<file path="src/rtl/artipattern_gen.sv">
// artipattern_gen: test-pattern video source (solid grey, hi-res stripes of both phases, bars).
// Optional feature macro: ARTIPATTERN_SCROLL_EN (per-frame horizontal scroll of the bar chart).
module artipattern_gen #(
    parameter int unsigned H_ACTIVE     = 320,
    parameter int unsigned H_TOTAL      = 400,
    parameter int unsigned HS_START     = 336,
    parameter int unsigned HS_LEN       = 32,
    parameter int unsigned V_ACTIVE     = 240,
    parameter int unsigned V_TOTAL_NTSC = 262,
    parameter int unsigned V_TOTAL_PAL  = 312,
    parameter int unsigned VS_START     = 248,
    parameter int unsigned VS_LEN       = 3,
    parameter int unsigned BAND_W       = 40
) (
    input  logic       clk,
    input  logic       reset,
    input  logic       ce_pix,
    input  logic       pal,
    input  logic [1:0] mode,
    input  logic [3:0] lum,
    output logic [7:0] r_out,
    output logic [7:0] g_out,
    output logic [7:0] b_out,
    output logic       hbl_out,
    output logic       vbl_out,
    output logic       hs_out,
    output logic       vs_out,
    output logic       frame_start
);

    localparam int unsigned VMax = (V_TOTAL_PAL > V_TOTAL_NTSC) ? V_TOTAL_PAL : V_TOTAL_NTSC;
    localparam int unsigned HW   = $clog2(H_TOTAL);
    localparam int unsigned VW   = $clog2(VMax + 1);
    localparam int unsigned XW   = $clog2(H_ACTIVE);
    localparam int unsigned IW   = $clog2(BAND_W);

    logic [HW-1:0] h_q, h_d;
    logic [VW-1:0] v_q, v_d;
    logic [VW-1:0] vtot_q, vtot_d;
    logic [1:0]    mode_l_q, mode_l_d;
    logic [3:0]    lum_l_q, lum_l_d;
    // Scrolled column hx, tracked as band / in-band position instead of dividing by BAND_W
    logic [XW-1:0] hx_q, hx_d;
    logic [2:0]    band_q, band_d;
    logic [IW-1:0] inb_q, inb_d;
    logic [7:0]    pix_q, pix_d;
    logic          hbl_q, hbl_d, vbl_q, vbl_d, hs_q, hs_d, vs_q, vs_d, fs_q, fs_d;

    // Values loaded into the column counters at the start of each line
    logic [XW-1:0] hx0, hx0_inc;
    logic [2:0]    band0, band0_inc;
    logic [IW-1:0] inb0, inb0_inc;

`ifdef ARTIPATTERN_SCROLL_EN
    logic [XW-1:0] s_q, s_d;
    logic [2:0]    s_band_q, s_band_d;
    logic [IW-1:0] s_inb_q, s_inb_d;
    // Lines use the latched offset; the line that opens a new frame already uses the bumped one
    always_comb begin
        hx0   = s_q;
        band0 = s_band_q;
        inb0  = s_inb_q;
        if (32'(s_q) == H_ACTIVE - 1) begin
            hx0_inc   = '0;
            band0_inc = '0;
            inb0_inc  = '0;
        end else if (32'(s_inb_q) == BAND_W - 1) begin
            hx0_inc   = s_q + 1'b1;
            band0_inc = s_band_q + 1'b1;
            inb0_inc  = '0;
        end else begin
            hx0_inc   = s_q + 1'b1;
            band0_inc = s_band_q;
            inb0_inc  = s_inb_q + 1'b1;
        end
    end
`else
    // Static bars: every line starts at column 0
    always_comb begin
        hx0       = '0;
        band0     = '0;
        inb0      = '0;
        hx0_inc   = '0;
        band0_inc = '0;
        inb0_inc  = '0;
    end
`endif

    logic       first, line_end, frame_end;
    logic [1:0] mode_e;
    logic [7:0] g;

    // Next-state for counters, frame latches and registered outputs
    always_comb begin
        h_d      = h_q;
        v_d      = v_q;
        vtot_d   = vtot_q;
        mode_l_d = mode_l_q;
        lum_l_d  = lum_l_q;
        hx_d     = hx_q;
        band_d   = band_q;
        inb_d    = inb_q;
        pix_d    = pix_q;
        hbl_d    = hbl_q;
        vbl_d    = vbl_q;
        hs_d     = hs_q;
        vs_d     = vs_q;
        fs_d     = fs_q;
`ifdef ARTIPATTERN_SCROLL_EN
        s_d      = s_q;
        s_band_d = s_band_q;
        s_inb_d  = s_inb_q;
`endif
        first     = (h_q == '0) && (v_q == '0);
        line_end  = (32'(h_q) == H_TOTAL - 1);
        frame_end = line_end && (32'(v_q) == 32'(vtot_q) - 1);
        // Pixel (0,0) belongs to the new frame, so it sees the values being latched
        mode_e    = first ? mode : mode_l_q;
        g         = first ? {lum, lum} : {lum_l_q, lum_l_q};

        if (ce_pix) begin
            if (first) begin
                mode_l_d = mode;
                lum_l_d  = lum;
                vtot_d   = pal ? VW'(V_TOTAL_PAL) : VW'(V_TOTAL_NTSC);
`ifdef ARTIPATTERN_SCROLL_EN
                s_d      = hx0_inc;
                s_band_d = band0_inc;
                s_inb_d  = inb0_inc;
`endif
            end

            if (line_end) begin
                h_d = '0;
                v_d = frame_end ? '0 : v_q + 1'b1;
            end else begin
                h_d = h_q + 1'b1;
            end

            if (frame_end) begin
                hx_d   = hx0_inc;
                band_d = band0_inc;
                inb_d  = inb0_inc;
            end else if (line_end) begin
                hx_d   = hx0;
                band_d = band0;
                inb_d  = inb0;
            end else begin
                hx_d = (32'(hx_q) == H_ACTIVE - 1) ? '0 : hx_q + 1'b1;
                if (32'(inb_q) == BAND_W - 1) begin
                    inb_d  = '0;
                    band_d = band_q + 1'b1;
                end else begin
                    inb_d = inb_q + 1'b1;
                end
            end

            hbl_d = 32'(h_q) >= H_ACTIVE;
            vbl_d = 32'(v_q) >= V_ACTIVE;
            hs_d  = (32'(h_q) >= HS_START) && (32'(h_q) < HS_START + HS_LEN);
            vs_d  = (32'(v_q) >= VS_START) && (32'(v_q) < VS_START + VS_LEN);
            fs_d  = first;

            unique case (mode_e)
                2'd0: pix_d = g;
                2'd1: pix_d = h_q[0] ? 8'h00 : g;
                2'd2: pix_d = h_q[0] ? g : 8'h00;
                default: begin
                    unique case (band_q)
                        3'd0, 3'd4: pix_d = g;
                        3'd1, 3'd5: pix_d = hx_q[0] ? 8'h00 : g;
                        3'd2, 3'd6: pix_d = hx_q[0] ? g : 8'h00;
                        3'd3:       pix_d = 8'h00;
                        default:    pix_d = 8'hFF;
                    endcase
                end
            endcase
            if (hbl_d || vbl_d) begin
                pix_d = 8'h00;
            end
        end
    end

    // State register with asynchronous reset
    always_ff @(posedge clk or posedge reset) begin
        if (reset) begin
            h_q      <= '0;
            v_q      <= '0;
            vtot_q   <= VW'(V_TOTAL_NTSC);
            mode_l_q <= '0;
            lum_l_q  <= '0;
`ifdef ARTIPATTERN_SCROLL_EN
            // Frame 0 line 0 already uses the offset produced by the first latch (0 -> 1)
            hx_q     <= XW'(1);
            band_q   <= '0;
            inb_q    <= IW'(1);
            s_q      <= '0;
            s_band_q <= '0;
            s_inb_q  <= '0;
`else
            hx_q     <= '0;
            band_q   <= '0;
            inb_q    <= '0;
`endif
            pix_q    <= '0;
            hbl_q    <= 1'b0;
            vbl_q    <= 1'b0;
            hs_q     <= 1'b0;
            vs_q     <= 1'b0;
            fs_q     <= 1'b0;
        end else begin
            h_q      <= h_d;
            v_q      <= v_d;
            vtot_q   <= vtot_d;
            mode_l_q <= mode_l_d;
            lum_l_q  <= lum_l_d;
            hx_q     <= hx_d;
            band_q   <= band_d;
            inb_q    <= inb_d;
`ifdef ARTIPATTERN_SCROLL_EN
            s_q      <= s_d;
            s_band_q <= s_band_d;
            s_inb_q  <= s_inb_d;
`endif
            pix_q    <= pix_d;
            hbl_q    <= hbl_d;
            vbl_q    <= vbl_d;
            hs_q     <= hs_d;
            vs_q     <= vs_d;
            fs_q     <= fs_d;
        end
    end

    assign r_out       = pix_q;
    assign g_out       = pix_q;
    assign b_out       = pix_q;
    assign hbl_out     = hbl_q;
    assign vbl_out     = vbl_q;
    assign hs_out      = hs_q;
    assign vs_out      = vs_q;
    assign frame_start = fs_q;

endmodule

</file>
<file path="config.mk">
export PLATFORM = sky130hd
export DESIGN_NAME = artipattern_gen
export DESIGN_NICKNAME = d
export VERILOG_FILES = /design/src/rtl/artipattern_gen.sv
export SDC_FILE = /design/constraint.sdc
export NUM_CORES = 1
export LEC_CHECK = 0
export BUFFER_PORTS_ARGS = -buffer_cell sky130_fd_sc_hd__clkbuf_2
export CORE_MARGIN = 2
export CORE_UTILIZATION = 54
export CTS_BUF_LIST = sky130_fd_sc_hd__clkbuf_4
export DETAILED_ROUTE_END_ITERATION = 8
export PLACE_DENSITY = 0.74
export SYNTH_ARGS = -nofsm -noshare
export SYNTH_HDL_FRONTEND = slang
export SYNTH_SLANG_ARGS = --single-unit
export TNS_END_PERCENT = 50
</file>
<file path="constraint.sdc">
create_clock -name clk -period 2.5 [get_ports clk]
set_input_delay 0.125 -clock clk [delete_from_list [all_inputs] [get_ports clk]]
set_output_delay 0.125 -clock clk [all_outputs]
set_load 0.02 [all_outputs]
</file>
==> results of run 1 <==
## through the flow
step	util	instance area (um2)	hold slack, ps	worst slack, ps	instances
CTS	0.6006	3368	3.972	199.9	426
detailed placement	0.5828	3268	165.0	233.8	414
floorplan	-	3182	180.4	343.1	333
global route	0.6024	3378	10.06	45.65	427
finish	0.6024	3378	17.80	190.9	427
global placement	0.5828	3268	161.1	336.6	414
## report_power, final
| part | leakage (nW) | total, mW | internal (mW) | switching, mW |
|---|---|---|---|---|
| Sequential | 0.687 | 1.18 | 0.993 | 0.184 |
| Combinational | 0.888 | 0.430 | 0.207 | 0.224 |
| Clock | 0.0279 | 0.403 | 0.121 | 0.281 |
## logic make-up after synthesis
kind of cell,synth area share
AOI/OAI and AO/OA,0.09437
xor gates and xnor gates,0.06606
muxes,0.05977
and+or+nand+nor,0.2104
buffers and inverters,0.1011
DFF,0.4172
adders and majority gates,0.05112
## state kept, by name, summed over array words and instances, names as in the netlist
register and count:
lum_l_q 4, band_q 3, inb_q 6, hs_out 1, mode_l_q 2, vtot_q 2
frame_start 1, v_q 9, hbl_out 1, hx_q 9, vs_out 1, h_q 9
b_out 4, vbl_out 1
## synthesized netlist by cell type, types with 3 or more instances
master	n
o21ai_0	13
o22ai_1	6
nor2b_1	3
buf_4	22
ha_1	13
mux2i_1	4
nor3_1	6
a211oi_1	3
mux2_2	11
inv_1	22
buf_6	3
xor2_1	14
and3_1	5
nand3_1	17
nand4_1	9
clkbuf_1	6
a21oi_1	9
nor2_1	29
xnor2_1	10
dfrtp_1	52
nand2_1	30
## area by class of cell
type | count | area (um2) | share of cell area
repair buffers | 49 | 285.3 | 0.08444
inverters | 22 | 82.58 | 0.02444
clock inverters | 2 | 15.01 | 0.004444
flip-flops and latches | 53 | 1328 | 0.3930
multi-input cells | 223 | 1533 | 0.4537
well taps | 72 | 90.09 | 0.02667
clock buffers | 6 | 45.04 | 0.01333
## layer usage
| layer | track usage | part of all wire |
|---|---|---|
| met5 | 0 | 0 |
| met4 | 0.06102 | 0.013 |
| met3 | 0.04444 | 0.046 |
| met2 | 0.3292 | 0.47 |
| met1 | 0.2558 | 0.47 |
## worst max-delay path, delay by kind of cell (launching register included)
kind	cells	cell delay (ps)
AOI/OAI and AO/OA	2	340
adders and majority gates	1	180
buffers and inverters	2	340
DFF	1	450
muxes	1	320
and+or+nand+nor	3	550
## cells in the final DEF, fill, tap and decap left out, drive strengths merged, types with 6 or more instances in the layout
master   n
nand2   30
mux2    13
xor2    14
buf      6
o22ai    6
xnor2   10
inv     22
nand3   18
o21ai   13
nor3     7
clkbuf  44
a21oi    9
ha      13
nor2    32
dfrtp   52
nand4   10
## repair_timing
action / in CTS / in global routing
hold endpoints to repair: 26 / 1
resized for setup: 0 / 0
setup buffers: 0 / 0
hold buffers: 4 / 1
## final timing paths
path	startpoint	endpoint	slack, ps	cells after the start
setup reg to reg	v_q[0]	b_out[3]	190	9
hold reg to reg	band_q[2]	band_q[2]	490	2
min in group asynchronous	reset	lum_l_q[2]	290	3
setup / recovery	v_q[0]	b_out[3]	190	9
hold / removal	lum[0]	lum_l_q[0]	20	2
max in group asynchronous	reset	h_q[4]	1440	4
==> run metrics, run 1 <==
status=finished, final reports clean; Rel. slew slack=0.5831; Critical-path top delay cell=dfrtp_1; total grt overflow=0; Post-Synthesis Cells=333; GPL Wtd Cong=0.8848; Die Y=80.76 um; Max Freq=0.4331 GHz; crit-path max FO=7; Final Critical Period=2309 ps; sequence of cells on the critical path=inv_1, ha_1, nor4b_4, nand3_2, nor2_4, buf_4, mux2_1, a211oi_1, o32ai_1; WS Path Type=reg -> reg; 1st-pass router iterations=4; leakage=1.604 nW; largest net degree at the start of global routing=32; Area Overhead vs Synth=6.174%; via/cell ratio=5.532; Synth area leader=dfrtp_1; IO buf count=38; crit end category=flip-flop; initial antenna violation count=0; top_reg_cell synth=dfrtp_1; total of max-cap violations=0; TritonCTS buffer count=5; CP max stage delay=450 ps; Seq/Total Area, Yosys=0.4172; Net count, final=377; DRT antenna net count=0; CTS tree=yes; num rows=27; total routed wirelength=5981 um; routed via count=2362; die footprint=6522 um2; CTS Sinks=53; H-tree Lvls=2; Starting DRT DRC Count=98; syn_nets=356; per-cell routed wire length=14.01 um; Slew @ Worst Pin=625.3 ps; top-area cell type share of the netlist area=0.4090; total power draw=2.009 mW; die width=80.76 um; initial core utilization=0.5674; Antenna diodes=0; Final Cycle Share=0.9236; Max Root-Sink Buffers=2; share of layout cells above drive strength 1=0.2197; clk root buf=clkbuf_4; asr flop ratio synth=1.000; core area=5608 um2; Post-Syn Area per Cell=9.555 um2; RSZ-0062 raised after global routing=no; worst skew pair latency=380 ps; Synth Register Bits=53; Clk pin slew, worst setup/hold paths=160 ps; setup TNS=0 ps; I/O pins=39; post-DP HPWL=4353 um; Cell Area, Synth=3182 um2; CP startpoint kind=flip-flop; vias in the first global route=2215; Final Hold Viols=0; top post-synthesis cells by area=dfrtp_1 41%, buf_4 5.2%, ha_1 5.1%; max-slew violations=0; Tot GR Track Use=0.1967; first-pass GRT wire length=10010 um; pwr dens=594.8 nW/um2; Distinct cells, synth=56; endpoints failing setup=0; drc violations=0; yosys warns=0; Worst VDD drop=368.2 uV; fill cell count=492; WP data arrival=2550 ps; Worst Skew=18.50 ps; Post-synth EDFFs=0; Hold WC Path Type=in -> reg; Crit path required time=2740 ps
(Power assumes the default switching activity.)
==> inputs of run 2 (changes only) <==
Settings changed: CORE_MARGIN 2 to 8.
==> run 2 against run 1 <==
Effect of this change:
- hold slack about the same
- total power down 1.4%
- register-to-register slack better by 95 ps
- largest cell class unchanged
==> run metrics, run 2 (synthesis results as in run 1) <==
Crit path required time=2790 ps (+50 ps); total power draw=1.982 mW (-1.4%); PnR worst setup slack=286.1 ps (+95.20 ps); worst skew pair latency=360 ps (-20 ps); TritonCTS buffer count=5 (unchanged); initial core utilization=0.5471 (-0.02026); Net count, final=376 (-0.27%); Fin Hold WS=17.76 ps (-0.04230 ps); Final Critical Period=2214 ps (-95.20 ps); commonest non-fill, non-tap cell in the layout=dfrtp_1; first-pass GRT wire length=11020 um (+10%); die footprint=8604 um2 (+32%); GPL Wtd Cong=0.8999 (+1.7%); die width=92.76 um (+15%); leakage=1.608 nW (+0.29%); Worst Skew=18.62 ps (+0.1249 ps); fill cell count=525 (+6.7%); Final Hold Viols=0 (unchanged); initial antenna violation count=0 (unchanged); RSZ-0062 raised after global routing=no; setup TNS=0 ps (unchanged); drc violations=0 (unchanged); largest net degree at the start of global routing=45 (+41%); Tot GR Track Use=0.1524 (-0.04429); 1st-pass router iterations=4 (unchanged); Clk pin slew, worst setup/hold paths=150 ps (about the same); crit end category=flip-flop; Antenna diodes=0 (unchanged); vias in the first global route=2357 (+6.4%); clk root buf=clkbuf_4; Hold WC Path Type=in -> reg; post-layout util=0.5781 (-0.02431); top flop regs=h_q: 9 flops, hx_q: 9 flops, v_q: 9 flops; share of layout cells above drive strength 1=0.2260 (+0.006270); Final Cycle Share=0.8856 (-0.03808); most frequent cells in the layout=52 x dfrtp_1, 38 x clkbuf_2, 30 x nand2_1, 29 x nor2_1, 21 x inv_1; total grt overflow=0 (unchanged); Die Y=92.76 um (+15%); WP data arrival=2510 ps (-40 ps); CTS Sinks=53 (unchanged); Max Root-Sink Buffers=2 (unchanged); WS Path Type=reg -> reg; DRT antenna net count=0 (unchanged); multi-input logic area=1533 um2 (unchanged); Starting DRT DRC Count=94 (-4.1%); per-cell routed wire length=14.31 um (+2.2%); endpoints failing setup=0 (unchanged); Rel. slew slack=0.3928 (-0.1904); post-DP HPWL=4644 um (+6.7%); via/cell ratio=5.429 (-1.9%); status=finished, final reports clean; Worst VDD drop=270.0 uV (-27%); IO buf count=38 (unchanged); max-slew violations=0 (unchanged); I/O pins=39 (unchanged); pwr dens=589.4 nW/um2 (-0.90%); num rows=28 (+3.7%); total routed wirelength=6140 um (+2.7%); routed via count=2329 (-1.4%); cells on worst reg2reg path=8 (-1); crit-path max FO=8 (+1); setup bufs post-CTS=0 (unchanged); total of max-cap violations=0 (unchanged); Area Overhead vs Synth=5.662%; register area=1328 um2 (unchanged); Max Freq=0.4517 GHz (+4.3%); Setup WS pre-CTS=282.6 ps (+48.88 ps); CTS tree=yes; core area=5816 um2 (+3.7%); H-tree Lvls=2 (unchanged); Slew @ Worst Pin=909.5 ps (+284.2 ps); CP startpoint kind=flip-flop; hold path depth=2 (unchanged)
## run 2: final timing paths
path / from / to / slack (ps)
max: v_q[0] / b_out[6] / 290
min: lum[2] / lum_l_q[2] / 20
max reg2reg: v_q[0] / b_out[6] / 290
min reg2reg: band_q[2] / band_q[2] / 530
max in group asynchronous: reset / inb_q[1] / 1310
min in group asynchronous: reset / lum_l_q[0] / 470
## run 2: where the power goes
group	total (mW)	leakage, nW	switching, mW	internal [mW]
logic	0.426	0.886	0.220	0.206
clock network	0.379	0.0354	0.260	0.119
registers	1.18	0.687	0.184	0.993
total	1.98	1.61	0.664	1.32
## run 2: through the flow
stage,instance area (um2),cells
finish,3362,429
global route,3362,429
CTS,3362,429
detailed placement,3287,419
global placement,3287,419
floorplan,3182,333
## run 2: worst max-delay path, stage by stage (launching register included)
cell and delay [ps]:
dfrtp_1 430, inv_1 120, ha_1 160, nor4b_4 230
nand3_2 120, nor2_4 210, mux2_4 350, or3b_2 460
o221ai_1 80
## run 2: repair_timing
item	in CTS	in global routing
gates resized for setup	0	0
hold endpoints to repair	43	0
hold buffers	2	0
## run 2: metal layers
layer / GRT usage / share of wire
met1: 0.1955 / 0.45
met5: 0 / 0
met2: 0.2521 / 0.47
met3: 0.03803 / 0.064
met4: 0.03356 / 0.0086
## run 2: area by class of cell
cell class	instances	area share
Timing Repair Buffer	48	0.08039
Tap cell	75	0.02791
Multi-Input combinational cell	223	0.4559
Inverter	22	0.02456
Clock buffer	6	0.01340
Clock inverter	2	0.002977
Sequential cell	53	0.3949
